`src/rtl/nn_err_update_if.sv`:
```
// Error-side handshake and weight-side bus between the cost stage and the weight update block.
interface nn_err_update_if #(
    parameter int unsigned NB = 16
);
    logic          sign;
    logic [NB-1:0] eps_d;
    logic          err_valid;
    logic          err_ready_c;
    logic          w_load;
    logic [NB-1:0] w_in;
    logic [NB-1:0] w;
    logic          upd;

    modport master (
        output sign, eps_d, err_valid, w_load, w_in,
        input  err_ready_c, w, upd
    );

    modport slave (
        input  sign, eps_d, err_valid, w_load, w_in,
        output err_ready_c, w, upd
    );
endinterface

```
`src/rtl/nn_err_update.sv`:
```
// Batch-accumulates signed cost derivatives and applies a learning-rate-scaled,
// saturating update to one unsigned weight register.
module nn_err_update #(
    parameter int unsigned NB          = 16,
    parameter int unsigned NBATCH_LOG2 = 3,
    parameter int unsigned LR_SHIFT    = 4,
    parameter int unsigned W_RST       = 32768
) (
    input  logic                clk_i,
    input  logic                init_n_i,
    nn_err_update_if.slave      bus
);
    localparam int unsigned ACC_W = NB + NBATCH_LOG2 + 1;
    localparam int unsigned SUM_W = NB + NBATCH_LOG2 + 2;
    localparam int unsigned SHIFT = NBATCH_LOG2 + LR_SHIFT;

    typedef enum logic {
        ST_ACCUM = 1'b0,
        ST_APPLY = 1'b1
    } state_e;

    state_e                   state_q;
    logic signed [ACC_W-1:0]  acc_q;
    logic [NBATCH_LOG2-1:0]   cnt_q;
    logic [NB-1:0]            w_q;
    logic                     upd_q;

    logic                     accept_c;
    logic signed [ACC_W-1:0]  eps_ext_c;
    logic signed [ACC_W-1:0]  acc_d;
    logic signed [ACC_W-1:0]  delta_c;
    logic signed [SUM_W-1:0]  sum_c;
    logic [NB-1:0]            w_d;

    assign bus.err_ready_c = init_n_i & (state_q == ST_ACCUM) & ~bus.w_load;
    assign accept_c        = bus.err_valid & bus.err_ready_c;

    // Next accumulator value and the clamped post-update weight.
    always_comb begin
        eps_ext_c = {{(ACC_W-NB){1'b0}}, bus.eps_d};
        acc_d     = bus.sign ? (acc_q + eps_ext_c) : (acc_q - eps_ext_c);
        delta_c   = acc_q >>> SHIFT;
        sum_c     = $signed({{(SUM_W-NB){1'b0}}, w_q}) + SUM_W'(delta_c);
        w_d       = sum_c[NB-1:0];
        if (sum_c[SUM_W-1]) begin
            w_d = '0;
        end else if (|sum_c[SUM_W-2:NB]) begin
            w_d = '1;
        end
    end

    // Batch FSM: INIT beats W_LOAD, W_LOAD beats any pending update.
    always_ff @(posedge clk_i) begin
        if (!init_n_i) begin
            state_q <= ST_ACCUM;
            acc_q   <= '0;
            cnt_q   <= '0;
            w_q     <= NB'(W_RST);
            upd_q   <= 1'b0;
        end else if (bus.w_load) begin
            state_q <= ST_ACCUM;
            acc_q   <= '0;
            cnt_q   <= '0;
            w_q     <= bus.w_in;
            upd_q   <= 1'b0;
        end else begin
            case (state_q)
                ST_ACCUM: begin
                    upd_q <= 1'b0;
                    if (accept_c) begin
                        acc_q <= acc_d;
                        cnt_q <= cnt_q + NBATCH_LOG2'(1);
                        if (&cnt_q) begin
                            state_q <= ST_APPLY;
                        end
                    end
                end
                ST_APPLY: begin
                    w_q     <= w_d;
                    acc_q   <= '0;
                    cnt_q   <= '0;
                    upd_q   <= 1'b1;
                    state_q <= ST_ACCUM;
                end
                default: begin
                    state_q <= ST_ACCUM;
                end
            endcase
        end
    end

    assign bus.w   = w_q;
    assign bus.upd = upd_q;
endmodule

```
`src/flat_wrapper.sv`:
```
// flat-port wrapper written by rule: the top's interface ports become plain ports
module nn_err_update_flat 
#(
    parameter int unsigned NB          = 16,
    parameter int unsigned NBATCH_LOG2 = 3,
    parameter int unsigned LR_SHIFT    = 4,
    parameter int unsigned W_RST       = 32768
)
  (clk_i, init_n_i, bus_sign, bus_eps_d, bus_err_valid, bus_w_load, bus_w_in, bus_err_ready_c, bus_w, bus_upd);
  nn_err_update_if #(.NB(NB)) bus_i ();
  input  logic clk_i;
  input  logic init_n_i;
  input wire logic [$bits(bus_i.sign)-1:0] bus_sign;
  input wire logic [$bits(bus_i.eps_d)-1:0] bus_eps_d;
  input wire logic [$bits(bus_i.err_valid)-1:0] bus_err_valid;
  input wire logic [$bits(bus_i.w_load)-1:0] bus_w_load;
  input wire logic [$bits(bus_i.w_in)-1:0] bus_w_in;
  output wire logic [$bits(bus_i.err_ready_c)-1:0] bus_err_ready_c;
  output wire logic [$bits(bus_i.w)-1:0] bus_w;
  output wire logic [$bits(bus_i.upd)-1:0] bus_upd;
  assign bus_i.sign = bus_sign;
  assign bus_i.eps_d = bus_eps_d;
  assign bus_i.err_valid = bus_err_valid;
  assign bus_i.w_load = bus_w_load;
  assign bus_i.w_in = bus_w_in;
  assign bus_err_ready_c = bus_i.err_ready_c;
  assign bus_w = bus_i.w;
  assign bus_upd = bus_i.upd;
  nn_err_update #(.NB(NB), .NBATCH_LOG2(NBATCH_LOG2), .LR_SHIFT(LR_SHIFT), .W_RST(W_RST)) u_core (.clk_i(clk_i), .init_n_i(init_n_i), .bus(bus_i));
endmodule
```
`config.mk`:
```
export PLATFORM = sky130hd
export DESIGN_NAME = nn_err_update_flat
export DESIGN_NICKNAME = d
export VERILOG_FILES = /design/src/rtl/nn_err_update_if.sv /design/src/rtl/nn_err_update.sv /design/src/flat_wrapper.sv
export SDC_FILE = /design/constraint.sdc
export NUM_CORES = 1
export LEC_CHECK = 0
export BUFFER_PORTS_ARGS = -buffer_cell sky130_fd_sc_hd__buf_2
export CAP_MARGIN = 20
export CELL_PAD_IN_SITES_DETAIL_PLACEMENT = 1
export CELL_PAD_IN_SITES_GLOBAL_PLACEMENT = 1
export CORE_AREA = 2 2 114 94
export CTS_CLUSTER_DIAMETER = 150
export CTS_CLUSTER_SIZE = 14
export DETAILED_ROUTE_END_ITERATION = 10
export DIE_AREA = 0 0 116 96
export GPL_TIMING_DRIVEN = 0
export MAX_ROUTING_LAYER = met4
export PLACE_DENSITY = 0.85
export REMOVE_ABC_BUFFERS = 1
export SLEW_MARGIN = 20
export SYNTH_ARGS = -nofsm -noshare
export SYNTH_HDL_FRONTEND = slang
export SYNTH_SLANG_ARGS = --single-unit
```
`constraint.sdc`:
```
create_clock -name clk_i -period 3.2 [get_ports clk_i]
set_input_delay 0.16 -clock clk_i [delete_from_list [all_inputs] [get_ports clk_i]]
set_output_delay 0.16 -clock clk_i [all_outputs]
set_load 0.01 [all_outputs]
```
### Word-level counts from Yosys, hierarchy flattened

Cells that the tools add are included.

| word-level totals | value |
|---|---|
| input bits | 37 |
| flip-flop bits (word level) | 41 |
| word-level logic and storage cells | 33 |

| operators by class | value |
|---|---|
| bitwise gates (word level) | 6 |
| add/subtract/negate cells | 4 |
| muxes and demuxes | 13 |
| equality and inequality tests | 1 |
| reduce and logical (&&, ||, !) cells | 4 |

Operators with widths:

| kind | count |
|---|---|
| 16-bit two-way mux | 4 |
| 20-bit two-way mux | 2 |
| 20-bit case mux with 2 select lines | 1 |
| 20-bit by 17-bit adder with 20-bit output | 1 |
| 20-bit by 17-bit subtractor with 20-bit output | 1 |
| 17-bit by 13-bit adder with 18-bit output | 1 |
| 3-bit case mux with 2 select lines | 1 |
| 1-bit case mux with 2 select lines | 2 |
| 4-bit OR reduction | 1 |
| 3-bit by 1-bit adder with 3-bit output (second input constant) | 1 |
| 1-bit AND | 3 |
| 3-bit two-way mux | 1 |
| 1-bit inverter | 3 |
| 3-bit AND reduction | 1 |
| 1-bit two-way mux | 2 |
| 2-bit by 1-bit inequality test with 1-bit output (second input constant) | 1 |
| 2-bit nonzero test | 1 |
| 2-bit OR reduction | 1 |

### Longest topological paths before layout

Gate-level depths: netlist of run 1.

| depth | value |
|---|---|
| depth in word-level cells | 6 |
| depth in mapped cells | 15 |
| depth with buffers taken out | 15 |

### Worst setup path before layout of run 1

Ideal clock, no wire load.

| path | value |
|---|---|
| path kind | in2reg |
| from | in bus_eps_d[8] |
| to | reg u_core.acc_q[16] |
| library setup time | 0.124 ns |
| required time | 3.076 ns |
| arrival time | 3.019 ns |
| path slack | 0.057 ns |
| path buffers | 0 |
| stages on the path | 12 |
| cells stage by stage | or4_1 nor4_1 a21oi_1 xor2_1 ha_1 inv_1 or3_1 a211o_1 a31oi_1 o21ai_0 mux2i_1 nand3_1 |

| between the ends | value |
|---|---|
| longest elaborated chain between the ends | 4 |

Ends and longest elaborated chain:

| element | RTL line | source |
|---|---|---|
| from (decl) | flat_wrapper.sv:14 | `input wire logic [$bits(bus_i.eps_d)-1:0] bus_eps_d;` |
| 20-bit by 17-bit subtractor with 20-bit output / 20-bit by 17-bit adder with 20-bit output (equally long branches) | nn_err_update.sv:41 | `acc_d = bus.sign ? (acc_q + eps_ext_c) : (acc_q - eps_ext_c);` |
| 20-bit two-way mux (*) | nn_err_update.sv:41 |  |
| 20-bit two-way mux (*) | nn_err_update.sv:70 | `if (accept_c) begin` |
| 20-bit case mux with 2 select lines (*) | nn_err_update.sv:67 | `case (state_q)` |
| to (signal assigned) | nn_err_update.sv:56 | `acc_q <= '0;` |
| to (signal assigned) | nn_err_update.sv:71 | `acc_q <= acc_d;` |
| to (signal assigned) | nn_err_update.sv:80 | `acc_q <= '0;` |
| to (decl) | nn_err_update.sv:23 | `logic signed [ACC_W-1:0] acc_q;` |

Mark *: on every way between the ends. The rest lies on a longest branch, timed or not. The select of a mux whose other input is x is not followed.
A chain may end at the register's enable or synchronous reset.

### Worst setup path in the final report of run 1

Same ends and word-level chain as after synthesis.

==> flow_summary.yaml, run 1 <==
power_and_ir_drop:
  p_seq_share_pct: 33.9
  switching_share_pct: 31.81
  power_frac_comb_pct: 28.9
  power.density_mw_per_mm2: 370.6
  p_sw_mw: 0.5264
  p_leak_nw: 1.987
  ir_drop_mv: 0.1893
  p_int_mw: 1.128
  power_frac_clock_pct: 37.2
clock_tree:
  cts.sinks: 41
  cts_buffer_depth: 2
  root_buffer: "clkbuf_16"
  clk_pin_slew_worst_paths_ns: 0.07
  insertion_delay_ns: 0.29
  cts_made_buffers: 5
  cts_tree: "yes"
  h-tree-depth: 2
cells_and_area:
  final_area_mm2: 0.004464
  final_cells: 659
  layout.nets: 598
  drive_above_1_share_pct: 17.53
  utilization_pct: 44.68
  diodes: 0
  areaGrowthSynthToFinish_pct: 17.48
die:
  coreArea_mm2: 0.009992
  die_area_mm2: 0.01114
  fp.dieH_um: 96
  die_w_um: 116
  initial_core_util_pct: 38.03
  num_io_pins: 55
  rows: 33
grt:
  grt_pass1_wl_mm: 18.47
  grt_pass1_vias: 3825
  overflow: 0
  grt_max_degree: 35
  grt_antenna_before_repair: 0
  gr-usage-all-layers_pct: 21.23
sta:
  slew_headroom_pct: 42.83
  setup_tns_ns: 0
  drv_slew: 0
  setup_ws_ns: 0.1008
  fmax_ghz: 0.3227
  finalSetupViolations: 0
  period_needed_ns: 3.099
  min_period_over_period_pct: 96.85
  tightest_slew_ns: 0.8554
  finalHoldViolCount: 0
  finalClockSkew_ns: 0.006537
synthesis:
  yosysMostFrequentCell: "a21oi_1"
  synth_cell_types: 64
  synth_top_cell_area_share_pct: 21.60
  async_reset_ff_share_pct: 0
  synth_warnings: 0
  yosys-top-cells-area: "dfxtp_1 22%, ha_1 14%, a21oi_1 6.8%"
  ys_seq_area_share_pct: 21.60
  postSynthCellCount: 472
  dominantRegCellSynth: "dfxtp_1"
  synthTopCellsByCount: "52 x a21oi_1, 51 x nor2_1, 41 x dfxtp_1, 41 x ha_1, 24 x xnor2_1"
  synth_area_per_cell_um2: 8.051
  synth_area_leader_cell: "dfxtp_1"
  syn-cell-area_mm2: 0.003800
  synth-edff-count: 0
  synth-seq-cells: 41
detailed_routing:
  drc_errors: 0
  routedWlPerCell_um: 17.02
  first_iter_violations: 141
  maxUsedRoutingLayer: "met4"
  drt-vias-per-instance: 5.596
  dr_wl_met2_mm: 5.726
  met1_length_mm: 4.995
  routed_wl_mm: 11.22
  postRouteAntennaNets: 0
  via_count: 3688
  firstDrtPassIters: 4
  dr_wl_met3_um: 263
worst_setup_path:
  worst-r2r-cell-count: 10
  crit_required_ns: 3.37
  cp_max_fo: 4
  end_kind: "flip-flop"
  crit_type: "in2reg"
  r2r_end: "u_core.bus.w[9]$_SDFFE_PN0P_"
  cp.arrival_ns: 3.27
  ff2ff_setup_slack_ns: 0.29
  start_kind: "input pin"
  rr_startpoint: "u_core.acc_q[13]$_SDFFE_PP0P_"
run:
  drv_cap: 0
hold_path:
  min-delay-start: "bus_w_in[10]"
  hold_path.class: "in2reg"
  hold_end: "u_core.bus.w[10]$_SDFFE_PN0P_"
  hold_depth: 3
outcome:
  status: "complete, no violations"
placement:
  dp_hpwl_mm: 8.216
  dp_worst_setup_slack_ns: -0.6189
  dp_cells: 647
  place.gp.congestion: 0.9257
  placed_area_mm2: 0.004163
  port_buffers: 54
## per-stage QoR
stage	hold slack, ns	power, mW
floorplan	0.2318	0.8844
global placement	0.3882	0.9972
detailed placement	0.4341	1.025
CTS	0.1369	1.646
global route	0.1577	1.738
finish	0.1370	1.654
## kinds of logic after synthesis
| group | Yosys count | share of synthesized area, % |
|---|---|---|
| XOR/XNOR | 41 | 9.450 |
| flip-flops | 41 | 21.60 |
| AND/OR/NAND/NOR | 138 | 19.13 |
| adder cells (fa/ha/maj) | 43 | 14.55 |
| multiplexers | 16 | 4.675 |
| AO/OA/AOI/OAI | 152 | 26.24 |
| buffers and inverters | 41 | 4.346 |
## critical path: stages
cell and delay (ns):
buf_2 0.12, or4_4 0.59, nor4_4 0.31, a21oi_1 0.11, xor2_1 0.17, ha_1 0.36
inv_1 0.11, or3_1 0.38, a211o_1 0.30, a31oi_4 0.23, o21ai_0 0.14, mux2i_1 0.18
nand3_1 0.09
## how the worst max path moves through the flow
stage                 startpoint                            end  slack, ns
finish              bus_eps_d[8]  u_core.acc_q[16]$_SDFFE_PP0P_       0.10
floorplan           bus_eps_d[8]  u_core.acc_q[16]$_SDFFE_PP0P_       0.06
detailed placement  bus_eps_d[8]  u_core.acc_q[16]$_SDFFE_PP0P_      -0.62
global route        bus_eps_d[8]  u_core.acc_q[16]$_SDFFE_PP0P_      -0.02
global placement    bus_eps_d[8]  u_core.acc_q[16]$_SDFFE_PP0P_      -0.54
CTS                 bus_eps_d[8]  u_core.acc_q[16]$_SDFFE_PP0P_       0.02
## layout make-up
| cell class | instances | area [µm²] |
|---|---|---|
| clock buffers | 6 | 138.9 |
| clock inverters | 2 | 37.54 |
| fillers | 1265 | 5528 |
| inverters | 22 | 82.58 |
| multi-input cells | 390 | 2884 |
| flip-flops and latches | 41 | 820.8 |
| well taps | 140 | 175.2 |
| repair buffers | 58 | 325.3 |
## flip-flops by register name, indices dropped and copies added, names as in the netlist
name / cells
u_core.state_q: 1
u_core.cnt_q: 3
u_core.bus.upd: 1
u_core.bus.w: 16
u_core.acc_q: 20
## per-layer routing
metal,global-route usage [%],vias to the layer above
li1,-,1805
met4,6.349,0
met1,25.05,1801
met2,38.06,61
met5,-,-
met3,2.645,21
## power by group through the flow
| stage | sequential (mW) | combinational [mW] | clock (mW) |
|---|---|---|---|
| 6_report | 0.561 | 0.479 | 0.615 |
| 5_1_grt | 0.564 | 0.531 | 0.642 |
| 4_1_cts | 0.561 | 0.463 | 0.623 |
| 3_5_place_dp | 0.572 | 0.453 | 0 |
| 3_3_place_gp | 0.571 | 0.426 | 0 |
| 2_1_floorplan | 0.570 | 0.314 | 0 |
## cell usage in the layout, fill, tap and decap left out, types with 4 or more instances in the layout
master	n
nor3b_1	13
a21o_1	9
ha_1	41
a211oi_1	7
o21ai_0	11
nor2b_1	7
o21bai_1	8
xor2_1	17
a21oi_2	4
nand3_1	8
o31ai_1	4
o21ai_1	14
xnor2_1	24
a31oi_1	4
nand2_1	17
nand2b_1	4
buf_2	54
a21boi_1	11
inv_1	21
nor3_1	11
and3_1	4
mux2i_1	13
a21oi_1	50
nor2_1	51
dfxtp_1	41
clkbuf_16	5
o21a_1	8
## timing repair
action | CTS | global route
hold buffers | 0 | 0
cloned | 0 | 0
resized for setup | 4 | 7
pin swaps | 0 | 2
setup buffers | 0 | 4
endpoints found under the setup margin | 19 | 19
No activity file was read; power rests on OpenSTA's default activity.
==> run 2, diff against run 1 <==
==> constraint.sdc (replaced) <==
create_clock -name clk_i -period 3.2 [get_ports clk_i]
set_input_delay 0.64 -clock clk_i [delete_from_list [all_inputs] [get_ports clk_i]]
set_output_delay 0.64 -clock clk_i [all_outputs]
set_load 0.01 [all_outputs]
==> flow_summary.yaml, run 2 (synthesized netlist as in run 1, its figures left out) <==
die:
  rows: 33
  fp.dieH_um: 96
  die_w_um: 116
  die_area_mm2: 0.01114
  initial_core_util_pct: 38.03
  coreArea_mm2: 0.009992
  num_io_pins: 55
grt:
  grt_pass1_vias: 4064
  met1_usage_pct: 27.62
  grt.met3_usage_pct: 3.778
  use_met2_pct: 40.11
  gr-usage-all-layers_pct: 23.40
  globalRoute.busiestLayer: "met2"
  grt_max_degree: 35
  grt_antenna_before_repair: 0
  overflow: 0
  grt_pass1_wl_mm: 20.06
sta:
  setup_ws_ns: -0.3229
  drv_slew: 0
  finalClockSkew_ns: 0.003284
  finalSetupViolations: 9
  finalHoldViolCount: 0
  fin_hold_ws_ns: 0.4935
  tightest_slew_ns: 0.7503
  fmax_ghz: 0.2839
  slew_headroom_pct: 48.69
  min_period_over_period_pct: 110.1
  rsz0062_at_grt: "true"
  period_needed_ns: 3.523
worst_setup_path:
  crit_required_ns: 3.41
  ff2ff_setup_slack_ns: 0.01
  rr_startpoint: "u_core.acc_q[13]$_SDFFE_PP0P_"
  worst-r2r-cell-count: 10
  end_kind: "flip-flop"
  crit_type: "in2reg"
  start_kind: "input pin"
  cp.arrival_ns: 3.74
  crit_end: "u_core.acc_q[19]$_SDFFE_PP0P_"
  cp_max_fo: 4
  r2r_end: "u_core.bus.w[14]$_SDFFE_PN0P_"
  cp-startpoint: "bus_eps_d[1]"
placement:
  port_buffers: 54
  dp_hpwl_mm: 8.216
  placed_area_mm2: 0.004163
  dp_cells: 647
  place.gp.congestion: 0.9257
detailed_routing:
  postRouteAntennaNets: 0
  first_iter_violations: 249
  routedWlPerCell_um: 21.56
  via_count: 4080
  firstDrtPassIters: 4
  routed_wl_mm: 14.79
  drt-vias-per-instance: 5.948
  drc_errors: 0
cells_and_area:
  layout_commonest_cell: "buf_2"
  multiInputGateArea_mm2: 0.003063
  utilization_pct: 49.25
  diodes: 0
  areaGrowthSynthToFinish_pct: 29.50
  final_area_mm2: 0.004921
  drive_above_1_share_pct: 27.66
  mostFrequentLayoutCells: "49 x buf_2, 48 x nor2_1, 44 x a21oi_1"
  final_cells: 686
  layout.nets: 625
  top_register: "u_core.acc_q"
  fillers: 1208
  largest_reg_flops: 20
  register_area_um2: 822.0
hold_path:
  hold_path.class: "reg2reg"
power_and_ir_drop:
  p_leak_nw: 2.192
  ir_drop_mv: 0.2091
  finalPower_mw: 1.830
  power.density_mw_per_mm2: 371.9
outcome:
  violations: "negative setup slack"
  status: "complete, but fails checks"
clock_tree:
  clk_pin_slew_worst_paths_ns: 0.07
  cts.sinks: 41
  h-tree-depth: 2
  insertion_delay_ns: 0.29
  cts_made_buffers: 5
  cts_tree: "yes"
  root_buffer: "clkbuf_16"
  cts_buffer_depth: 2
run:
  drv_cap: 0
run 2: layout make-up:
cell class | count | area share, %
Clock buffer | 6 | 2.822
Clock inverter | 2 | 0.7628
Inverter | 22 | 1.983
Multi-Input combinational cell | 390 | 62.24
Sequential cell | 41 | 16.70
Tap cell | 140 | 3.560
Timing Repair Buffer | 85 | 11.92
run 2: worst min-delay path by stage:
| stage | start | to | slack (ns) | cells after the start |
|---|---|---|---|---|
| 2_1_floorplan | u_core.acc_q[6]$_SDFFE_PP0P_ | u_core.acc_q[6]$_SDFFE_PP0P_ | 0.46 | 2 |
| 3_3_place_gp | u_core.acc_q[6]$_SDFFE_PP0P_ | u_core.acc_q[6]$_SDFFE_PP0P_ | 0.47 | 2 |
| 3_5_place_dp | u_core.acc_q[6]$_SDFFE_PP0P_ | u_core.acc_q[6]$_SDFFE_PP0P_ | 0.49 | 2 |
| 4_1_cts | u_core.acc_q[6]$_SDFFE_PP0P_ | u_core.acc_q[6]$_SDFFE_PP0P_ | 0.50 | 2 |
| 5_1_grt | u_core.acc_q[6]$_SDFFE_PP0P_ | u_core.acc_q[6]$_SDFFE_PP0P_ | 0.53 | 2 |
| 6_report | u_core.acc_q[6]$_SDFFE_PP0P_ | u_core.acc_q[6]$_SDFFE_PP0P_ | 0.49 | 2 |
run 2: worst max-delay path, stage by stage:
cell	delay (ns)
buf_8	0.10
inv_4	0.05
ha_4	0.14
nand3b_1	0.21
buf_6	0.20
nor3_2	0.14
nor2_1	0.08
xor2_1	0.28
ha_1	0.37
a21oi_2	0.23
o2111ai_2	0.18
a31o_4	0.29
a21oi_4	0.26
o31ai_4	0.11
mux2i_1	0.19
mux2i_1	0.24
run 2: report_power, final:
part	internal [mW]	switching (mW)	leakage [nW]
clock network	0.390	0.242	0.0831
registers	0.536	0.0268	0.336
logic	0.273	0.361	1.77
run 2: timing repair:
item                                    4_1_cts  5_1_grt
hold endpoints to repair                      0        0
hold buffers                                  0        0
pin swaps                                    25       29
endpoints found under the setup margin       24       26
setup buffers                                16       15
resized for setup                            38       39
run 2: per-stage QoR:
| stage | setup slack (ns) | setup TNS (ns) |
|---|---|---|
| 4_1_cts | -0.1434 | -0.5234 |
| 5_1_grt | -0.4000 | -2.936 |
| 3_5_place_dp | -1.099 | -6.343 |
| 6_report | -0.3229 | -2.243 |
| 3_3_place_gp | -1.021 | -5.150 |
| 2_1_floorplan | -0.4225 | -1.360 |
run 2: per-layer routing:
layer	share of wire [%]	wire (µm)
met5	0	0
met4	4.1	612
met3	4.5	665
met2	51	7487
met1	41	6027
==> run 3, diff against run 2 <==
--- a/config.mk
+++ b/config.mk
@@ -9,14 +9,14 @@
 export CAP_MARGIN = 20
 export CELL_PAD_IN_SITES_DETAIL_PLACEMENT = 1
 export CELL_PAD_IN_SITES_GLOBAL_PLACEMENT = 1
-export CORE_AREA = 2 2 114 94
+export CORE_AREA = 2 2 117 96
 export CTS_CLUSTER_DIAMETER = 150
 export CTS_CLUSTER_SIZE = 14
 export DETAILED_ROUTE_END_ITERATION = 10
-export DIE_AREA = 0 0 116 96
+export DIE_AREA = 0 0 119 98
 export GPL_TIMING_DRIVEN = 0
 export MAX_ROUTING_LAYER = met4
-export PLACE_DENSITY = 0.85
+export PLACE_DENSITY = 0.82
 export REMOVE_ABC_BUFFERS = 1
 export SLEW_MARGIN = 20
 export SYNTH_ARGS = -nofsm -noshare
==> flow_summary.yaml, run 3 (synthesized netlist as in run 1, its figures left out) <==
grt:
  grt_max_degree: 35
  grt_pass1_wl_mm: 19.54
  grt_pass1_vias: 3883
  overflow: 0
  gr-usage-all-layers_pct: 21.10
  grt_antenna_before_repair: 0
detailed_routing:
  first_iter_violations: 166
  drc_errors: 0
  drt-vias-per-instance: 5.641
  firstDrtPassIters: 4
  via_count: 3819
  postRouteAntennaNets: 0
  routedWlPerCell_um: 18.49
  routed_wl_mm: 12.52
power_and_ir_drop:
  p_leak_nw: 2.054
  power_frac_clock_pct: 32.9
  switching_share_pct: 35.33
  p_seq_share_pct: 34.3
  power_frac_comb_pct: 32.8
  p_int_mw: 1.057
  p_sw_mw: 0.5775
  power.density_mw_per_mm2: 353.7
  ir_drop_mv: 0.1874
clock_tree:
  root_buffer: "clkbuf_16"
  h-tree-depth: 2
  cts_tree: "yes"
  cts_made_buffers: 5
  cts_buffer_depth: 2
  holdBufCountCts: 0
  clk_pin_slew_worst_paths_ns: 0.07
  cts.sinks: 41
  insertion_delay_ns: 0.30
cells_and_area:
  mostFrequentLayoutCells: "52 x buf_2, 49 x nor2_1, 48 x a21oi_1"
  fillers: 1283
  areaGrowthSynthToFinish_pct: 21.63
  layout.nets: 612
  drive_above_1_share_pct: 22.89
  top_register: "u_core.acc_q"
  final_cells: 677
  layout_commonest_cell: "buf_2"
  diodes: 0
  largest_reg_flops: 20
worst_setup_path:
  crit_required_ns: 3.37
  start_kind: "input pin"
  worst_path_largest_cell_delay_ns: 0.41
  crit_type: "in2reg"
  end_kind: "flip-flop"
  crit_chain: "buf_2, inv_2, ha_4, nand3b_1, nor4_2, nor2_1, xor2_1, ha_1, nand2_1, or3_1, a211o_1, a31oi_4, o21ai_2, mux2i_1, nand3_1"
  cp.arrival_ns: 3.69
  critical_path.slowest_cell: "ha_1"
  critPathTopFamily: "simple AND/OR/NAND/NOR gates"
  cp.buffers_inverters: 2
  cp_max_fo: 5
placement:
  dp_hpwl_mm: 8.408
  dp_cells: 651
  port_buffers: 54
  place.gp.congestion: 0.8539
sta:
  setup_ws_ns: -0.3228
  slew_headroom_pct: 58.13
  tightest_slew_ns: 0.6280
  finalClockSkew_ns: 0.004562
  period_needed_ns: 3.523
  rsz0062_at_grt: "true"
  min_period_over_period_pct: 110.1
  drv_slew: 0
  fmax_ghz: 0.2839
  finalSetupViolations: 8
  setup_tns_ns: -1.409
  finalHoldViolCount: 0
run:
  drv_cap: 0
die:
  fp.dieH_um: 98
  num_io_pins: 55
  initial_core_util_pct: 35.87
  rows: 34
  die_area_mm2: 0.01166
  coreArea_mm2: 0.01059
  die_w_um: 119
outcome:
  violations: "negative setup slack"
  status: "complete, but fails checks"
hold_path:
  hold_path.class: "reg2reg"
-- run 3: changes by cell type in the layout (fill, tap and decap cells not counted), moves of 3 or more --
cell / change
buf_4: -8
a21oi_1: +4
a21oi_2: -4
buf_12: -3
buf_2: +3
buf_6: -3
-- run 3: worst min-delay path, delay by kind of cell, from the launching register on --
kind,cells,cell delay (ns)
compound gates,1,0.07
simple gates,1,0.07
flops,1,0.34
-- run 3: power groups by stage --
stage | registers [mW] | logic, mW | clock network (mW)
detailed placement | 0.573 | 0.455 | 0
global placement | 0.571 | 0.426 | 0
CTS | 0.561 | 0.493 | 0.543
floorplan | 0.570 | 0.314 | 0
finish | 0.561 | 0.535 | 0.538
global route | 0.564 | 0.588 | 0.560
-- run 3: metal layers --
layer / wire (µm) / GRT usage, % / part of all wire, % / vias up
met2: 6435 / 37.75 / 51 / 88
met5: 0 / - / 0 / -
li1: - / - / - / 1837
met1: 5287 / 24.26 / 42 / 1859
met3: 407 / 2.570 / 3.3 / 35
met4: 387 / 7.509 / 3.1 / 0
-- run 3: final cells by class --
class | count | area (µm²) | share of cell area [%]
Clock inverter | 3 | 21.27 | 0.4602
Tap cell | 144 | 180.2 | 3.898
Clock buffer | 5 | 125.1 | 2.707
Sequential cell | 41 | 822.0 | 17.79
Timing Repair Buffer | 72 | 425.4 | 9.204
Multi-Input combinational cell | 390 | 2965 | 64.16
Inverter | 22 | 82.58 | 1.787
-- run 3: path summary, 6_finish.rpt --
kind                              endpoint  depth (start not counted)  slack [ns]                     startpoint
max          u_core.acc_q[16]$_SDFFE_PP0P_                         15       -0.32                   bus_eps_d[0]
max reg2reg   u_core.bus.w[7]$_SDFFE_PN0P_                          9        0.24  u_core.acc_q[19]$_SDFFE_PP0P_
min           u_core.acc_q[6]$_SDFFE_PP0P_                          2        0.51   u_core.acc_q[6]$_SDFFE_PP0P_
min reg2reg   u_core.acc_q[6]$_SDFFE_PP0P_                          2        0.51   u_core.acc_q[6]$_SDFFE_PP0P_
-- run 3: metrics by stage --
stage                     utilization (%)  cell area [µm²]  power [mW]  worst slack (ns)  hold slack, ns
after CTS                           42.44             4496       1.598           -0.1720          0.5100
after global placement              39.35             4168      0.9972            -1.023          0.4744
after global routing                43.63             4622       1.713           -0.4528          0.5248
final                               43.63             4622       1.635           -0.3228          0.5088
after detailed placement            39.35             4168       1.028            -1.138          0.4992
after floorplan                         -             3717      0.8844           -0.4225          0.4610
-- run 3: repair_timing --
item                                    4_1_cts  5_1_grt
setup buffers                                10        8
gates cloned                                  0        0
pin swaps                                    20       16
endpoints found under the setup margin        8       25
gates resized for setup                      24       15
